==> config.mk <==
export PLATFORM = sky130hd
export DESIGN_NAME = pulse_src_pacer
export DESIGN_NICKNAME = d
export VERILOG_FILES = /design/src/rtl/pulse_cdc_pkg.sv /design/src/rtl/bit_sync.sv /design/src/rtl/pulse_src_pacer.sv
export SDC_FILE = /design/constraint.sdc
export NUM_CORES = 1
export LEC_CHECK = 0
export CAP_MARGIN = 20
export CORE_UTILIZATION = 30
export CTS_BUF_LIST = sky130_fd_sc_hd__clkbuf_16
export DETAILED_ROUTE_END_ITERATION = 10
export PLACE_DENSITY = 0.64
export SETUP_SLACK_MARGIN = 0.05
export SYNTH_ARGS = -nofsm -noshare
export SYNTH_HDL_FRONTEND = slang
export SYNTH_SLANG_ARGS = --single-unit
==> constraint.sdc <==
create_clock -name clk_i -period 5.4 [get_ports clk_i]
set_input_delay 1.08 -clock clk_i [delete_from_list [all_inputs] [get_ports clk_i]]
set_output_delay 1.08 -clock clk_i [all_outputs]
set_load 0.1 [all_outputs]
==> src/rtl/pulse_cdc_pkg.sv <==
// rtl/pulse_cdc_pkg.sv - shared FSM encoding and synchronizer depth for the pulse CDC blocks
package pulse_cdc_pkg;

    localparam int SYNC_STAGES_DEF = 2;

    typedef enum logic [1:0] {
        IDLE     = 2'd0,
        SEND     = 2'd1,
        WAIT_ACK = 2'd2
    } pcdc_state_e;

endpackage

==> src/rtl/bit_sync.sv <==
// rtl/bit_sync.sv - multi-flop single-bit synchronizer with async active-low reset
module bit_sync
    import pulse_cdc_pkg::*;
#(
    parameter int STAGES = SYNC_STAGES_DEF
) (
    input  logic clk_i,
    input  logic rstn_i,
    input  logic d_i,
    output logic q_o
);

    logic [STAGES-1:0] sync_q;

    always_ff @(posedge clk_i or negedge rstn_i) begin
        if (!rstn_i) begin
            sync_q <= '0;
        end else begin
            sync_q <= {sync_q[STAGES-2:0], d_i};
        end
    end

    assign q_o = sync_q[STAGES-1];

endmodule

==> src/rtl/pulse_src_pacer.sv <==
// rtl/pulse_src_pacer.sv - source-side event pacer for the toggle pulse synchronizer
// Optional ack timeout recovery is built when PULSE_SRC_PACER_TIMEOUT_EN is defined.
module pulse_src_pacer
    import pulse_cdc_pkg::*;
#(
    parameter int CNT_W       = 4,
    parameter int SYNC_STAGES = SYNC_STAGES_DEF,
    parameter int TIMEOUT_CYC = 64
) (
    input  logic             clk_i,
    input  logic             rstn_i,
    input  logic             evt_i,
    input  logic             ack_tgl_i,
    input  logic             ovf_clr_i,
    output logic             puls_o,
    output logic             busy_o,
    output logic [CNT_W-1:0] pend_o,
    output logic             ovf_o,
    output logic             err_o
);

    localparam logic [CNT_W-1:0] PEND_MAX = '1;

    if (SYNC_STAGES < 2 || SYNC_STAGES > 4) begin : g_bad_sync
        $error("pulse_src_pacer: SYNC_STAGES must be 2..4");
    end
    if (TIMEOUT_CYC < 2) begin : g_bad_timeout
        $error("pulse_src_pacer: TIMEOUT_CYC must be at least 2");
    end

    pcdc_state_e      state_q;
    logic             req_tgl_q;
    logic [CNT_W-1:0] pend_q, pend_d;
    logic             ovf_q, ovf_d;
    logic             ovf_set;
    logic             ack_s;
    logic             issue;

    bit_sync #(
        .STAGES (SYNC_STAGES)
    ) u_ack_sync (
        .clk_i  (clk_i),
        .rstn_i (rstn_i),
        .d_i    (ack_tgl_i),
        .q_o    (ack_s)
    );

    assign issue = (state_q == SEND);

    // Saturating counter: an event arriving at max with nothing issued is dropped and flagged.
    always_comb begin
        pend_d  = pend_q;
        ovf_set = 1'b0;
        if (evt_i && !issue) begin
            if (pend_q == PEND_MAX) begin
                ovf_set = 1'b1;
            end else begin
                pend_d = pend_q + 1'b1;
            end
        end else if (!evt_i && issue) begin
            pend_d = pend_q - 1'b1;
        end
        ovf_d = ovf_set | (ovf_q & ~ovf_clr_i);
    end

    always_ff @(posedge clk_i or negedge rstn_i) begin
        if (!rstn_i) begin
            pend_q <= '0;
            ovf_q  <= 1'b0;
        end else begin
            pend_q <= pend_d;
            ovf_q  <= ovf_d;
        end
    end

`ifdef PULSE_SRC_PACER_TIMEOUT_EN
    localparam int TW = (TIMEOUT_CYC > 2) ? $clog2(TIMEOUT_CYC) : 1;
    logic [TW-1:0] wait_q;
    logic          err_q;
    assign err_o = err_q;
`else
    assign err_o = 1'b0;
`endif

    always_ff @(posedge clk_i or negedge rstn_i) begin
        if (!rstn_i) begin
            state_q   <= IDLE;
            req_tgl_q <= 1'b0;
`ifdef PULSE_SRC_PACER_TIMEOUT_EN
            wait_q    <= '0;
            err_q     <= 1'b0;
`endif
        end else begin
`ifdef PULSE_SRC_PACER_TIMEOUT_EN
            err_q <= 1'b0;
`endif
            case (state_q)
                IDLE: begin
                    if (pend_q != '0) begin
                        state_q <= SEND;
                    end
                end
                SEND: begin
                    state_q   <= WAIT_ACK;
                    req_tgl_q <= ~req_tgl_q;
`ifdef PULSE_SRC_PACER_TIMEOUT_EN
                    wait_q    <= '0;
`endif
                end
                WAIT_ACK: begin
                    if (ack_s == req_tgl_q) begin
                        state_q <= IDLE;
`ifdef PULSE_SRC_PACER_TIMEOUT_EN
                    // Give up on a lost ack: realign the toggle and count the event as issued.
                    end else if (wait_q == TW'(TIMEOUT_CYC - 1)) begin
                        err_q     <= 1'b1;
                        req_tgl_q <= ack_s;
                        state_q   <= IDLE;
                    end else begin
                        wait_q <= wait_q + 1'b1;
`endif
                    end
                end
                default: state_q <= IDLE;
            endcase
        end
    end

    assign puls_o = (state_q == SEND);
    assign busy_o = (state_q != IDLE);
    assign pend_o = pend_q;
    assign ovf_o  = ovf_q;

endmodule
==> results.cfg <==
[die]
rows = 14
start_util = 0.323
io_pins = 13
die_height_um = 42.5
core-area_um2 = 1520
dieArea_um2 = 1800
fp.dieW_um = 42.5

[clock_tree]
clock_latency_ns = 0.23
cts.repair.resized = 0
postCtsHoldBufs = 0
cts_root_buffer = clkbuf_16
max-clock-path-buffers = 2
post_cts_buffers = 0
cts-buffers-inserted = 3
htreeDepth = 1
cts.sinks = 10
clkTransAtPathRegs_ns = 0.04
cts_tree = yes

[worst_setup_path]
reg2reg_setup_slack_ns = 3.54
critPathTopFamily = buffers and inverters
path_depth = 3
crit_start = state_q[1]
worst_r2r_path_depth = 7
cp.arrival_ns = 1.96
cpPeakStageDelay_ns = 1.12
crit_buf_inv = 2
crit_type = reg2out
required_ns = 4.32
crit_end = puls_o
crit_chain = nand2b_4 > inv_1 > clkdlybuf4s50_1
critPathMaxFanout = 7
critPathLaunchType = flip-flop
timing.rr.start = state_q[1]
r2r-end = pend_o[3]
crit_path_end_kind = output pin
crit_slowest_cell = clkdlybuf4s50_1

[synth]
ys_warn_count = 0
synthArstFlopShare = 1.00
synth_area_um2 = 492
synth_edf_count = 0
yosysUniqueCellTypes = 26
syn_inst = 40
yosysTopAreaCell = dfrtp_1
netlist.area_leader.share = 0.509
yosys-top-cells-area = dfrtp_1 (51%), xor2_1 (5.3%), ha_1 (5.1%), fa_1 (4.1%), xnor2_1 (3.6%)
ys_ff_latch = 10
synth_flop_cell = dfrtp_1
synth_most_common_cell = dfrtp_1
mappedNetlistNets = 48
avgSynthCellArea_um2 = 12.3
synth_common_cells = dfrtp_1 (10), xor2_1 (3), ha_1 (2), inv_1 (2), xnor2_1 (2)
ys_seq_area_frac = 0.509

[routing]
drtIter0Drc = 2
ant_nets = 0
via_per_inst = 4.78
drt-total-wl_um = 731
drc_errors = 0
vias = 325
wl_per_cell_um = 10.8
dr.pass1.iters = 3

[placed_design]
port_buffers = 11
place_hpwl_um = 574
gp_congestion = 0.746

[timing]
slew_headroom = 0.351
skew_ns = 0.00388
fmax_mhz = 329
timing.setup.tns_ns = 0
worstMarginPinSlew_ns = 0.971
min_period_ns = 3.04
drv_slew = 0
rsz0062_at_grt = false
fin_crit_sh = 0.563
setup_viol = 0
hold_violations = 0

[status]
outcome = finished clean

[global_routing]
grt_overflow = 0
grt_util_all_layers = 0.0998
grt_max_degree = 11
grt_pass1_wl_um = 1240
antenna_found_initial = 0
grt_pass1_vias = 287

[cells_and_area]
area_growth_pct = 37.9
nets = 62
final_layout_size_suffix_gt1_frac = 0.135
num_antenna_cells = 0

[worst_hold_path]
hold_class = reg2reg

[job]
drv_cap = 0
stage by stage:
stage               std cells  utilization  setup WS, ns  hold WS (ns)  cell area (µm²)
floorplan                  40            -          3.09         0.331              492
global placement           65        0.396          2.51         0.333              603
detailed placement         65        0.396          2.47         0.338              603
CTS                        68        0.445          2.35         0.346              678
global route               68        0.445          2.30         0.348              678
finish                     68        0.445          2.36         0.342              678
final cells by class:
| cell class | count | area (µm²) |
|---|---|---|
| Timing Repair Buffer | 11 | 110 |
| Clock buffer | 3 | 75.1 |
| Multi-Input combinational cell | 26 | 215 |
| Fill cell | 149 | 846 |
| Inverter | 2 | 7.51 |
| Tap cell | 16 | 20.0 |
| Sequential cell | 10 | 250 |
routing by layer:
layer  global-route usage  part of all wire  wire [µm]
met5                    0                 0          0
met4               0.0188                 0          0
met3               0.0819             0.077         56
met2                0.138              0.46        333
met1                0.121              0.47        341
registers in the layout, summed over array words and instances, names as in the netlist:
register           flops
pend_o                 4
state_q                2
u_ack_sync.sync_q      2
ovf_o                  1
req_tgl_q              1
layout by cell type (no fill, tap or decap), drive strengths merged, types with 2 or more instances in the layout:
cell,count
clkdlybuf4s50,11
dfrtp,10
xor2,3
clkbuf,3
o21ai,3
inv,2
xnor2,2
ha,2
nand2b,2
mux2,2
worst min-delay path by stage:
stage / from / endpoint / slack, ns / depth (start not counted)
CTS: u_ack_sync.sync_q[0] / u_ack_sync.sync_q[1] / 0.35 / 0
detailed placement: u_ack_sync.sync_q[0] / u_ack_sync.sync_q[1] / 0.34 / 0
global placement: u_ack_sync.sync_q[0] / u_ack_sync.sync_q[1] / 0.33 / 0
floorplan: u_ack_sync.sync_q[0] / u_ack_sync.sync_q[1] / 0.33 / 0
global route: u_ack_sync.sync_q[0] / u_ack_sync.sync_q[1] / 0.35 / 0
finish: u_ack_sync.sync_q[0] / u_ack_sync.sync_q[1] / 0.34 / 0
kinds of logic after synthesis:
kind of cell,synth area share
XOR/XNOR,0.0891
multiplexers,0.0458
AND/OR/NAND/NOR,0.104
flip-flops,0.509
other,0.00763
AO/OA/AOI/OAI,0.0992
buffers and inverters,0.0534
adder cells (fa/ha/maj),0.0916
Power is not shown: default switching activity piles up to over one toggle a cycle in this logic, so the estimate is an artifact.
